`config.mk`:
```
export PLATFORM = sky130hd
export DESIGN_NAME = uart_rx_fifo
export DESIGN_NICKNAME = d
export VERILOG_FILES = /design/src/rtl/uart_pkg.sv /design/src/rtl/sync_fifo.sv /design/src/rtl/uart_rx_fifo.sv
export SDC_FILE = /design/constraint.sdc
export NUM_CORES = 1
export LEC_CHECK = 0
export ABC_AREA = 1
export ABC_CLOCK_PERIOD_IN_PS = 4700
export BUFFER_PORTS_ARGS = -buffer_cell sky130_fd_sc_hd__buf_2
export CORE_MARGIN = 8
export CORE_UTILIZATION = 35
export CTS_CLUSTER_DIAMETER = 60
export CTS_CLUSTER_SIZE = 24
export DETAILED_ROUTE_END_ITERATION = 6
export PLACE_DENSITY = 0.6
export SKIP_CTS_REPAIR_TIMING = 1
export SLEW_MARGIN = 20
export SYNTH_ARGS = -nofsm -noshare
export SYNTH_HDL_FRONTEND = slang
export SYNTH_HIERARCHICAL = 1
export SYNTH_SLANG_ARGS = --single-unit
export TNS_END_PERCENT = 5
```
`constraint.sdc`:
```
create_clock -name clk -period 4.7 [get_ports clk]
set_input_delay 0.47 -clock clk [delete_from_list [all_inputs] [get_ports clk]]
set_output_delay 0.47 -clock clk [all_outputs]
set_load 0.02 [all_outputs]
```
`src/rtl/uart_pkg.sv`:
```
// Shared types and helpers for the UART receive path (and the future transmit path).
package uart_pkg;

  typedef enum logic [2:0] {
    StIdle,
    StStart,
    StData,
    StParity,
    StStop,
    StBreak
  } uart_state_e;

  localparam int unsigned MaxDataBits = 9;

  typedef struct packed {
    logic                   ferr;
    logic                   perr;
    logic [MaxDataBits-1:0] data;
  } uart_frame_t;

  function automatic int unsigned clks_per_bit(input int unsigned clk_hz,
                                               input int unsigned baud);
    return (clk_hz + baud / 2) / baud;
  endfunction

endpackage

```
`src/rtl/sync_fifo.sv`:
```
// First-word-fall-through synchronous FIFO with a registered occupancy count.
module sync_fifo #(
  parameter int unsigned Width = 8,
  parameter int unsigned Depth = 16
) (
  input  logic                     clk,
  input  logic                     rst_n,
  input  logic                     clear_i,
  input  logic                     push_i,
  input  logic [Width-1:0]         wdata_i,
  input  logic                     pop_i,
  output logic [Width-1:0]         rdata_o,
  output logic                     empty_o,
  output logic                     full_o,
  output logic [$clog2(Depth):0]   count_o
);

  localparam int unsigned AddrW = $clog2(Depth);

  logic [Width-1:0] mem_q [Depth];
  logic [AddrW-1:0] wr_ptr_q, rd_ptr_q;
  logic [AddrW:0]   count_q;
  logic             push_ok, pop_ok;

  assign empty_o = (count_q == '0);
  assign full_o  = (count_q == (AddrW + 1)'(Depth));
  assign pop_ok  = pop_i & ~empty_o;
  // A full FIFO still takes a write when the head leaves in the same cycle.
  assign push_ok = push_i & (~full_o | pop_ok);

  always_ff @(posedge clk) begin
    if (!rst_n) begin
      wr_ptr_q <= '0;
      rd_ptr_q <= '0;
      count_q  <= '0;
    end else if (clear_i) begin
      wr_ptr_q <= '0;
      rd_ptr_q <= '0;
      count_q  <= '0;
    end else begin
      if (push_ok) wr_ptr_q <= wr_ptr_q + 1'b1;
      if (pop_ok)  rd_ptr_q <= rd_ptr_q + 1'b1;
      case ({push_ok, pop_ok})
        2'b10:   count_q <= count_q + 1'b1;
        2'b01:   count_q <= count_q - 1'b1;
        default: count_q <= count_q;
      endcase
    end
  end

  always_ff @(posedge clk) begin
    if (push_ok && !clear_i) mem_q[wr_ptr_q] <= wdata_i;
  end

  assign rdata_o = empty_o ? '0 : mem_q[rd_ptr_q];
  assign count_o = count_q;

endmodule

```
`src/rtl/uart_rx_fifo.sv`:
```
// Oversampling UART receiver (optional parity, 1-2 stop bits) feeding a FWFT frame FIFO.
module uart_rx_fifo
  import uart_pkg::*;
#(
  parameter int unsigned CLK_FREQ_HZ = 50_000_000,
  parameter int unsigned BAUD_RATE   = 115200,
  parameter int unsigned DATA_BITS   = 8,
  parameter int unsigned PARITY_EN   = 0,
  parameter int unsigned PARITY_ODD  = 0,
  parameter int unsigned STOP_BITS   = 1,
  parameter int unsigned FIFO_DEPTH  = 16
) (
  input  logic                          clk,
  input  logic                          rst_n,
  input  logic                          rx_i,
  input  logic                          rx_en_i,
  input  logic                          clear_i,
  output logic [DATA_BITS-1:0]          m_data_o,
  output logic                          m_perr_o,
  output logic                          m_ferr_o,
  output logic                          m_valid_o,
  input  logic                          m_ready_i,
  output logic [$clog2(FIFO_DEPTH):0]   level_o,
  output logic                          overflow_o,
  output logic                          busy_o
);

  localparam int unsigned Cpb  = clks_per_bit(CLK_FREQ_HZ, BAUD_RATE);
  localparam int unsigned Half = Cpb / 2;
  localparam int unsigned CntW = (Cpb > 2) ? $clog2(Cpb) : 1;

  localparam logic [CntW-1:0] CpbLast   = CntW'(Cpb - 1);
  localparam logic [CntW-1:0] HalfLast  = CntW'(Half - 1);
  localparam logic [3:0]      DataLast  = 4'(DATA_BITS - 1);
  localparam logic [3:0]      StopLast  = 4'(STOP_BITS - 1);
  localparam logic            ParityEn  = (PARITY_EN != 0);
  localparam logic            ParityOdd = (PARITY_ODD != 0);

  logic [1:0]           sync_q;
  logic                 rx_prev_q;
  logic                 rx_s;
  logic                 start_det;

  uart_state_e          state_q;
  logic                 busy_q;
  logic [CntW-1:0]      cnt_q;
  logic [3:0]           bit_q;
  logic [DATA_BITS-1:0] data_q;
  logic                 perr_q;
  logic                 ferr_q;
  logic                 stop_ferr;
  logic                 push_q;
  uart_frame_t          frame_q;

  uart_frame_t          head;
  logic                 empty, full, pop, drop;
  logic                 overflow_q;
  logic                 unused_head;

  // Two-flop synchroniser plus one more stage for falling-edge detection.
  always_ff @(posedge clk) begin
    if (!rst_n) begin
      sync_q    <= 2'b11;
      rx_prev_q <= 1'b1;
    end else begin
      sync_q    <= {sync_q[0], rx_i};
      rx_prev_q <= sync_q[1];
    end
  end

  assign rx_s      = sync_q[1];
  assign start_det = rx_en_i & rx_prev_q & ~rx_s;
  assign stop_ferr = ferr_q | ~rx_s;

  always_ff @(posedge clk) begin
    if (!rst_n) begin
      state_q <= StIdle;
      busy_q  <= 1'b0;
      cnt_q   <= '0;
      bit_q   <= '0;
      data_q  <= '0;
      perr_q  <= 1'b0;
      ferr_q  <= 1'b0;
      push_q  <= 1'b0;
      frame_q <= '0;
    end else begin
      push_q <= 1'b0;
      cnt_q  <= cnt_q + 1'b1;
      unique case (state_q)
        StIdle: begin
          if (start_det) begin
            state_q <= StStart;
            busy_q  <= 1'b1;
            cnt_q   <= '0;
            bit_q   <= '0;
            perr_q  <= 1'b0;
            ferr_q  <= 1'b0;
          end
        end
        StStart: begin
          if (cnt_q == HalfLast) begin
            cnt_q <= '0;
            if (rx_s) begin
              state_q <= StIdle;
              busy_q  <= 1'b0;
            end else begin
              state_q <= StData;
            end
          end
        end
        StData: begin
          if (cnt_q == CpbLast) begin
            cnt_q  <= '0;
            data_q <= {rx_s, data_q[DATA_BITS-1:1]};
            if (bit_q == DataLast) begin
              bit_q   <= '0;
              state_q <= ParityEn ? StParity : StStop;
            end else begin
              bit_q <= bit_q + 1'b1;
            end
          end
        end
        StParity: begin
          if (cnt_q == CpbLast) begin
            cnt_q   <= '0;
            perr_q  <= (^data_q) ^ rx_s ^ ParityOdd;
            state_q <= StStop;
          end
        end
        StStop: begin
          if (cnt_q == CpbLast) begin
            cnt_q <= '0;
            if (bit_q == StopLast) begin
              push_q       <= 1'b1;
              frame_q.ferr <= stop_ferr;
              frame_q.perr <= perr_q;
              frame_q.data <= MaxDataBits'(data_q);
              // A break holds the line low; wait for it to release before hunting again.
              if (stop_ferr && data_q == '0) begin
                state_q <= StBreak;
              end else begin
                state_q <= StIdle;
                busy_q  <= 1'b0;
              end
            end else begin
              bit_q  <= bit_q + 1'b1;
              ferr_q <= stop_ferr;
            end
          end
        end
        StBreak: begin
          if (rx_s) begin
            state_q <= StIdle;
            busy_q  <= 1'b0;
          end
        end
        default: begin
          state_q <= StIdle;
          busy_q  <= 1'b0;
        end
      endcase
    end
  end

  assign pop  = m_valid_o & m_ready_i;
  assign drop = push_q & full & ~pop;

  sync_fifo #(
    .Width($bits(uart_frame_t)),
    .Depth(FIFO_DEPTH)
  ) u_fifo (
    .clk    (clk),
    .rst_n  (rst_n),
    .clear_i(clear_i),
    .push_i (push_q),
    .wdata_i(frame_q),
    .pop_i  (pop),
    .rdata_o(head),
    .empty_o(empty),
    .full_o (full),
    .count_o(level_o)
  );

  always_ff @(posedge clk) begin
    if (!rst_n) begin
      overflow_q <= 1'b0;
    end else begin
      overflow_q <= drop | (overflow_q & ~clear_i);
    end
  end

  assign m_valid_o   = ~empty;
  assign m_data_o    = head.data[DATA_BITS-1:0];
  assign m_perr_o    = head.perr;
  assign m_ferr_o    = head.ferr;
  assign overflow_o  = overflow_q;
  assign busy_o      = busy_q;
  assign unused_head = ^head.data;

endmodule
```
==> results of run 1 <==
[per-stage QoR]
step	worst slack [ns]	power [mW]	util	std cells	hold slack, ns
final	1.64	4.27	0.396	1327	0.185
after global routing	1.47	4.47	0.396	1327	0.172
after CTS	1.57	4.33	0.396	1327	0.159
after detailed placement	1.90	2.64	0.371	1293	0.399
after global placement	1.95	2.64	0.371	1293	0.402
after floorplan	2.04	2.56	-	957	0.393
[report_power, final]
| group | internal (mW) | switching (mW) | leakage (nW) | total [mW] |
|---|---|---|---|---|
| logic | 0.158 | 0.319 | 1.56 | 0.477 |
| registers | 2.08 | 0.0414 | 2.34 | 2.12 |
| clock network | 0.910 | 0.770 | 0.326 | 1.68 |
| total | 3.14 | 1.13 | 4.23 | 4.27 |
[critical path, stage by stage, from the launching register on]
cell     delay, ns
dfxtp_2       0.36
buf_4         0.67
nand2_1       0.14
nand3_1       0.14
nand3_1       0.09
nand2_1       0.09
nand2_1       0.05
a21oi_1       0.27
buf_2         0.22
[layer usage]
metal  wire, um  vias up
met5          0        -
met4        484        0
met3       1040       33
met2       9750      142
met1      10000     3125
li1           -     3261
[worst paths after layout]
path                            depth (start not counted)                      endpoint                      startpoint  slack (ns)
worst min-delay path                                    2          sync_q[0]$_SDFF_PN1_                            rx_i        0.19
worst max register to register                          8  u_fifo/mem_q[5][0]$_DFFE_PP_  u_fifo/count_o[1]$_SDFFE_PP0P_        1.85
worst max-delay path                                    8                   m_data_o[0]                       flip-flop        1.64
worst min register to register                          1          sync_q[1]$_SDFF_PN1_            sync_q[0]$_SDFF_PN1_        0.41
[state kept, by name, indices dropped and copies added (netlist names), named ones only]
signal           count
sync_q               2
u_fifo/count_o       5
data_q               8
ferr_q               1
u_fifo/wr_ptr_q      4
rx_prev_q            1
u_fifo/rd_ptr_q      4
cnt_q                9
busy_o               1
state_q              3
frame_q             10
push_q               1
perr_q               1
u_fifo/mem_q       160
bit_q                4
overflow_o           1
[area by class of cell]
cell class | instances | area (um^2)
clock buffer | 20 | 489
clock inverter | 14 | 186
fill | 2659 | 16300
inverter | 63 | 248
multi-input combinational | 632 | 3130
sequential | 219 | 5990
tap | 341 | 427
timing repair buffer | 38 | 228
[cell usage in the layout, fill, tap and decap left out, drive strengths merged]
cell type and count:
xor2 8, a21oi 45, edfxtp 160, nand4 5
nor3 9, clkinv 6, buf 38, nand2 284
o211ai 1, inv 67, clkbuf 20, fa 1
ha 17, xnor2 5, or2 2, nand3 147
bufinv 2, a21boi 1, nand3b 1, clkinvlp 2
o21ai 31, dfxtp 59, nor2 75
==> results.sh, run 1 <==
export IMPL_layout_min_cycle_time_ns=3.06
export IMPL_antenna_found_initial=0
export IMPL_die_w_um=182
export IMPL_ys_warn_count=6
export IMPL_fin_tns_setup_ns=0
export IMPL_grt_pass1_wl_mm=34.4
export IMPL_grt_util_met3=0.0204
export IMPL_critical_path_arrival_ns=2.59
export IMPL_startpoint_type="flip-flop"
export IMPL_post_drt_wl_per_cell_um=16.1
export IMPL_netlist_area_um2=9630
export IMPL_critPathCaptureType="primary output"
export IMPL_syn_num_nets=981
export IMPL_required_ns=4.23
export IMPL_htreeDepth=1
export IMPL_finalWirelength_mm=21.3
export IMPL_rows=60
export IMPL_rsz0062_at_grt="no"
export IMPL_placed_area_um2=10000
export IMPL_antennaDiodeCount=0
export IMPL_start_util=0.356
export IMPL_cts_num_sinks=219
export IMPL_slew_viol_final=0
export IMPL_place_congestion=0.813
export IMPL_avgSynthCellArea_um2=10.1
export IMPL_insertion_delay_ns=0.52
export IMPL_hold_class="primary input to flip-flop"
export IMPL_die_area_um2=33100
export IMPL_timing_critical_path_fanout_max=80
export IMPL_top_usage_layer="met2"
export IMPL_layout_drive_gt1_share=0.135
export IMPL_met2_usage=0.215
export IMPL_hold_violations=0
export IMPL_clk_pin_slew_ns=0.06
export IMPL_fin_area_um2=10700
export IMPL_clockBufferDepth=3
export IMPL_grt_max_degree=81
export IMPL_cellPowerDensity_nw_per_um2=400
export IMPL_skew_ns=0.0360
export IMPL_max_freq_ghz=0.327
export IMPL_core_area_um2=27000
export IMPL_vias=6561
export IMPL_grt_usage=0.128
export IMPL_final_nets=997
export IMPL_die_h_um=182
export IMPL_dr_pass1_iters=6
export IMPL_slew_headroom=0.331
export IMPL_area_growth_pct=11.0
export IMPL_antenna_left=0
export IMPL_port_buffers=23
export IMPL_postSynthCellCount=957
export IMPL_setup_viol=0
export IMPL_overflow=0
export IMPL_cts_buffers=19
export IMPL_critPathKind="flip-flop to primary output"
export IMPL_maxCapViolations=0
export IMPL_cts_tree="yes"
export IMPL_post_dp_hpwl_mm=12.9
export IMPL_ir_worst_vdd_v=0.000280
export IMPL_outcome="finished, final reports clean"
export IMPL_period_share=0.652
export IMPL_leakage_nw=4.23
export IMPL_via_per_inst=4.94
export IMPL_drc_errors=0
export IMPL_grt_met1_usage=0.169
export IMPL_drt_iter0_markers=492
export IMPL_root_buffer="clkbuf_16"
export IMPL_worst_slew_pin_slew_ns=1.00
export IMPL_grt_pass1_vias=6520
export IMPL_ios=24
No activity file was read; power rests on OpenSTA's default activity.
==> run 2: changes to the inputs <==
- ABC_AREA: 1 -> 0
- ABC_CLOCK_PERIOD_IN_PS: 4700 -> 3200
- clock period: 4.7 -> 3.2 ns (I/O delays scaled with it)
==> run 2 against run 1 <==
Against the previous run:
- sequential cell count unchanged
- critical path depth down 2
- highest routed layer unchanged
- sequential share of layout area up 1.3 points
- sequential power up 46%
- die area down 3.2%
- first-iteration DRC count down 5.7%
- non-clock buffer count down 5
- routed wire length down 13%
- clock-buffer cell count up 2
==> results.sh, run 2 <==
export IMPL_die_w_um=179
export IMPL_die_h_um=179
export IMPL_start_util=0.357
export IMPL_antenna_found_initial=0
export IMPL_final_common_cell="edfxtp_1"
export IMPL_startpoint_type="flip-flop"
export IMPL_maxCapViolations=0
export IMPL_antennaDiodeCount=0
export IMPL_setup_viol=0
export IMPL_leakage_nw=3.60
export IMPL_cts_buffers=20
export IMPL_slowest_delay_ns=0.57
export IMPL_dr_pass1_iters=4
export IMPL_post_dp_hpwl_mm=12.3
export IMPL_cp_num_buf_inv=2
export IMPL_post_drt_wl_per_cell_um=18.5
export IMPL_cellPowerDensity_nw_per_um2=560
export IMPL_slew_viol_final=0
export IMPL_largest_reg_flops=160
export IMPL_grt_usage=0.116
export IMPL_ff2ff_path_depth=11
export IMPL_final_cell_mix="160 x edfxtp_1, 62 x nor2_1, 57 x dfxtp_1, 40 x mux4_2, 26 x mux2i_1"
export IMPL_die_area_um2=32000
export IMPL_top_regs="u_fifo/mem_q x160, frame_q x10, cnt_q x9"
export IMPL_clockBufferDepth=3
export IMPL_ir_worst_vdd_v=0.000284
export IMPL_grt_pass1_wl_mm=29.2
export IMPL_top_usage_layer="met2"
export IMPL_critPathCaptureType="primary output"
export IMPL_critical_path_arrival_ns=2.63
export IMPL_regArea_um2=5990
export IMPL_critPathKind="flip-flop to primary output"
export IMPL_worst_slew_pin_slew_ns=0.753
export IMPL_holdPathStages=2
export IMPL_path_cells="buf_4, mux4_2, nor2b_1, a211oi_1, a211oi_1, buf_2"
export IMPL_insertion_delay_ns=0.49
export IMPL_met2_usage=0.184
export IMPL_rsz0062_at_grt="no"
export IMPL_stdcell_count=999
export IMPL_syn_num_nets=652
export IMPL_core_area_um2=26100
export IMPL_nFillCells=2345
export IMPL_overflow=0
export IMPL_outcome="finished, final reports clean"
export IMPL_dp_cells=962
export IMPL_port_buffers=23
export IMPL_ys_warn_count=6
export IMPL_drt_iter0_markers=464
export IMPL_vias=5222
export IMPL_htreeDepth=1
export IMPL_hold_violations=0
export IMPL_postSynthCellCount=628
export IMPL_crit_family="flip-flops"
export IMPL_place_congestion=0.815
export IMPL_grt_util_met3=0.0202
export IMPL_largest_register="u_fifo/mem_q"
export IMPL_slew_headroom=0.497
export IMPL_cts_num_sinks=219
export IMPL_root_buffer="clkbuf_16"
export IMPL_grt_max_degree=25
export IMPL_grt_met1_usage=0.164
export IMPL_final_nets=674
export IMPL_rows=59
export IMPL_area_growth_pct=12.4
export IMPL_cts_tree="yes"
export IMPL_worst_r2r_startpoint="u_fifo/count_o[0]$_SDFFE_PP0P_"
export IMPL_clk_pin_slew_ns=0.08
export IMPL_period_share=0.922
export IMPL_finalWirelength_mm=18.4
export IMPL_grt_pass1_vias=5215
export IMPL_via_per_inst=5.23
export IMPL_timing_critical_path_fanout_max=11
export IMPL_r2r_slack_ns=0.30
export IMPL_netlist_area_um2=9300
export IMPL_r2r_end="u_fifo/count_o[4]$_SDFFE_PP0P_"
export IMPL_required_ns=2.88
export IMPL_layout_min_cycle_time_ns=2.95
export IMPL_hp_start="rst_n"
export IMPL_ios=24
export IMPL_hold_class="primary input to flip-flop"
export IMPL_cp_slowest_cell="dfxtp_2"
export IMPL_path_common_cell="a211oi_1"
export IMPL_drc_errors=0
export IMPL_fin_tns_setup_ns=0
export IMPL_layout_drive_gt1_share=0.188
export IMPL_antenna_left=0
export IMPL_avgSynthCellArea_um2=14.8
export IMPL_holdPathEnd="sync_q[1]$_SDFF_PN1_"
export IMPL_skew_ns=0.0146
export IMPL_multiInputGateArea_um2=3040
export IMPL_max_freq_ghz=0.339
==> run 2: cell count changes in the layout (fill, tap and decap cells not counted), moves of 14 or more <==
cell      previous run  this run
nand2_1            273        13
nand3_1            144        10
mux4_2               0        40
inv_1               54        25
mux2i_1              0        26
a211oi_1             0        24
and3_1               0        18
nor2b_1              0        18
a21oi_2             15         0
o21ai_0             18         4
==> run 2: power by group <==
| part | switching [mW] | total [mW] | internal, mW |
|---|---|---|---|
| Clock | 1.16 | 2.47 | 1.31 |
| Combinational | 0.164 | 0.295 | 0.131 |
| Sequential | 0.0682 | 3.10 | 3.03 |
==> run 2: cell type report <==
cell class | instances | area share
flip-flops and latches | 219 | 0.573
multi-input cells | 349 | 0.291
clock buffers | 22 | 0.0516
well taps | 335 | 0.0401
repair buffers | 33 | 0.0196
clock inverters | 14 | 0.0153
inverters | 27 | 0.00969
==> run 2: stage by stage <==
stage | hold WS, ns | total power [mW] | util | setup slack (ns) | cell area [um^2]
finish | 0.133 | 5.86 | 0.401 | 0.250 | 10500
global route | 0.125 | 6.07 | 0.401 | 0.0552 | 10500
CTS | -0.00856 | 5.92 | 0.401 | 0.167 | 10400
detailed placement | 0.400 | 3.45 | 0.374 | 0.278 | 9750
global placement | 0.396 | 3.44 | 0.374 | 0.412 | 9750
floorplan | 0.386 | 3.39 | - | 0.118 | 9300
==> run 2: worst max path at each step <==
| stage | endpoint | slack, ns | cells after the start |
|---|---|---|---|
| global placement | u_fifo/count_o[4]$_SDFFE_PP0P_ | 0.41 | 11 |
| CTS | m_ferr_o | 0.17 | 5 |
| detailed placement | u_fifo/count_o[4]$_SDFFE_PP0P_ | 0.28 | 10 |
| floorplan | u_fifo/count_o[4]$_SDFFE_PP0P_ | 0.12 | 11 |
| global route | u_fifo/count_o[4]$_SDFFE_PP0P_ | 0.06 | 11 |
| finish | m_data_o[1] | 0.25 | 6 |
==> run 2: routing by layer <==
layer,vias up,share of wire
li1,2441,-
met1,2629,0.47
met3,17,0.054
met2,135,0.46
met4,0,0.012
met5,-,0
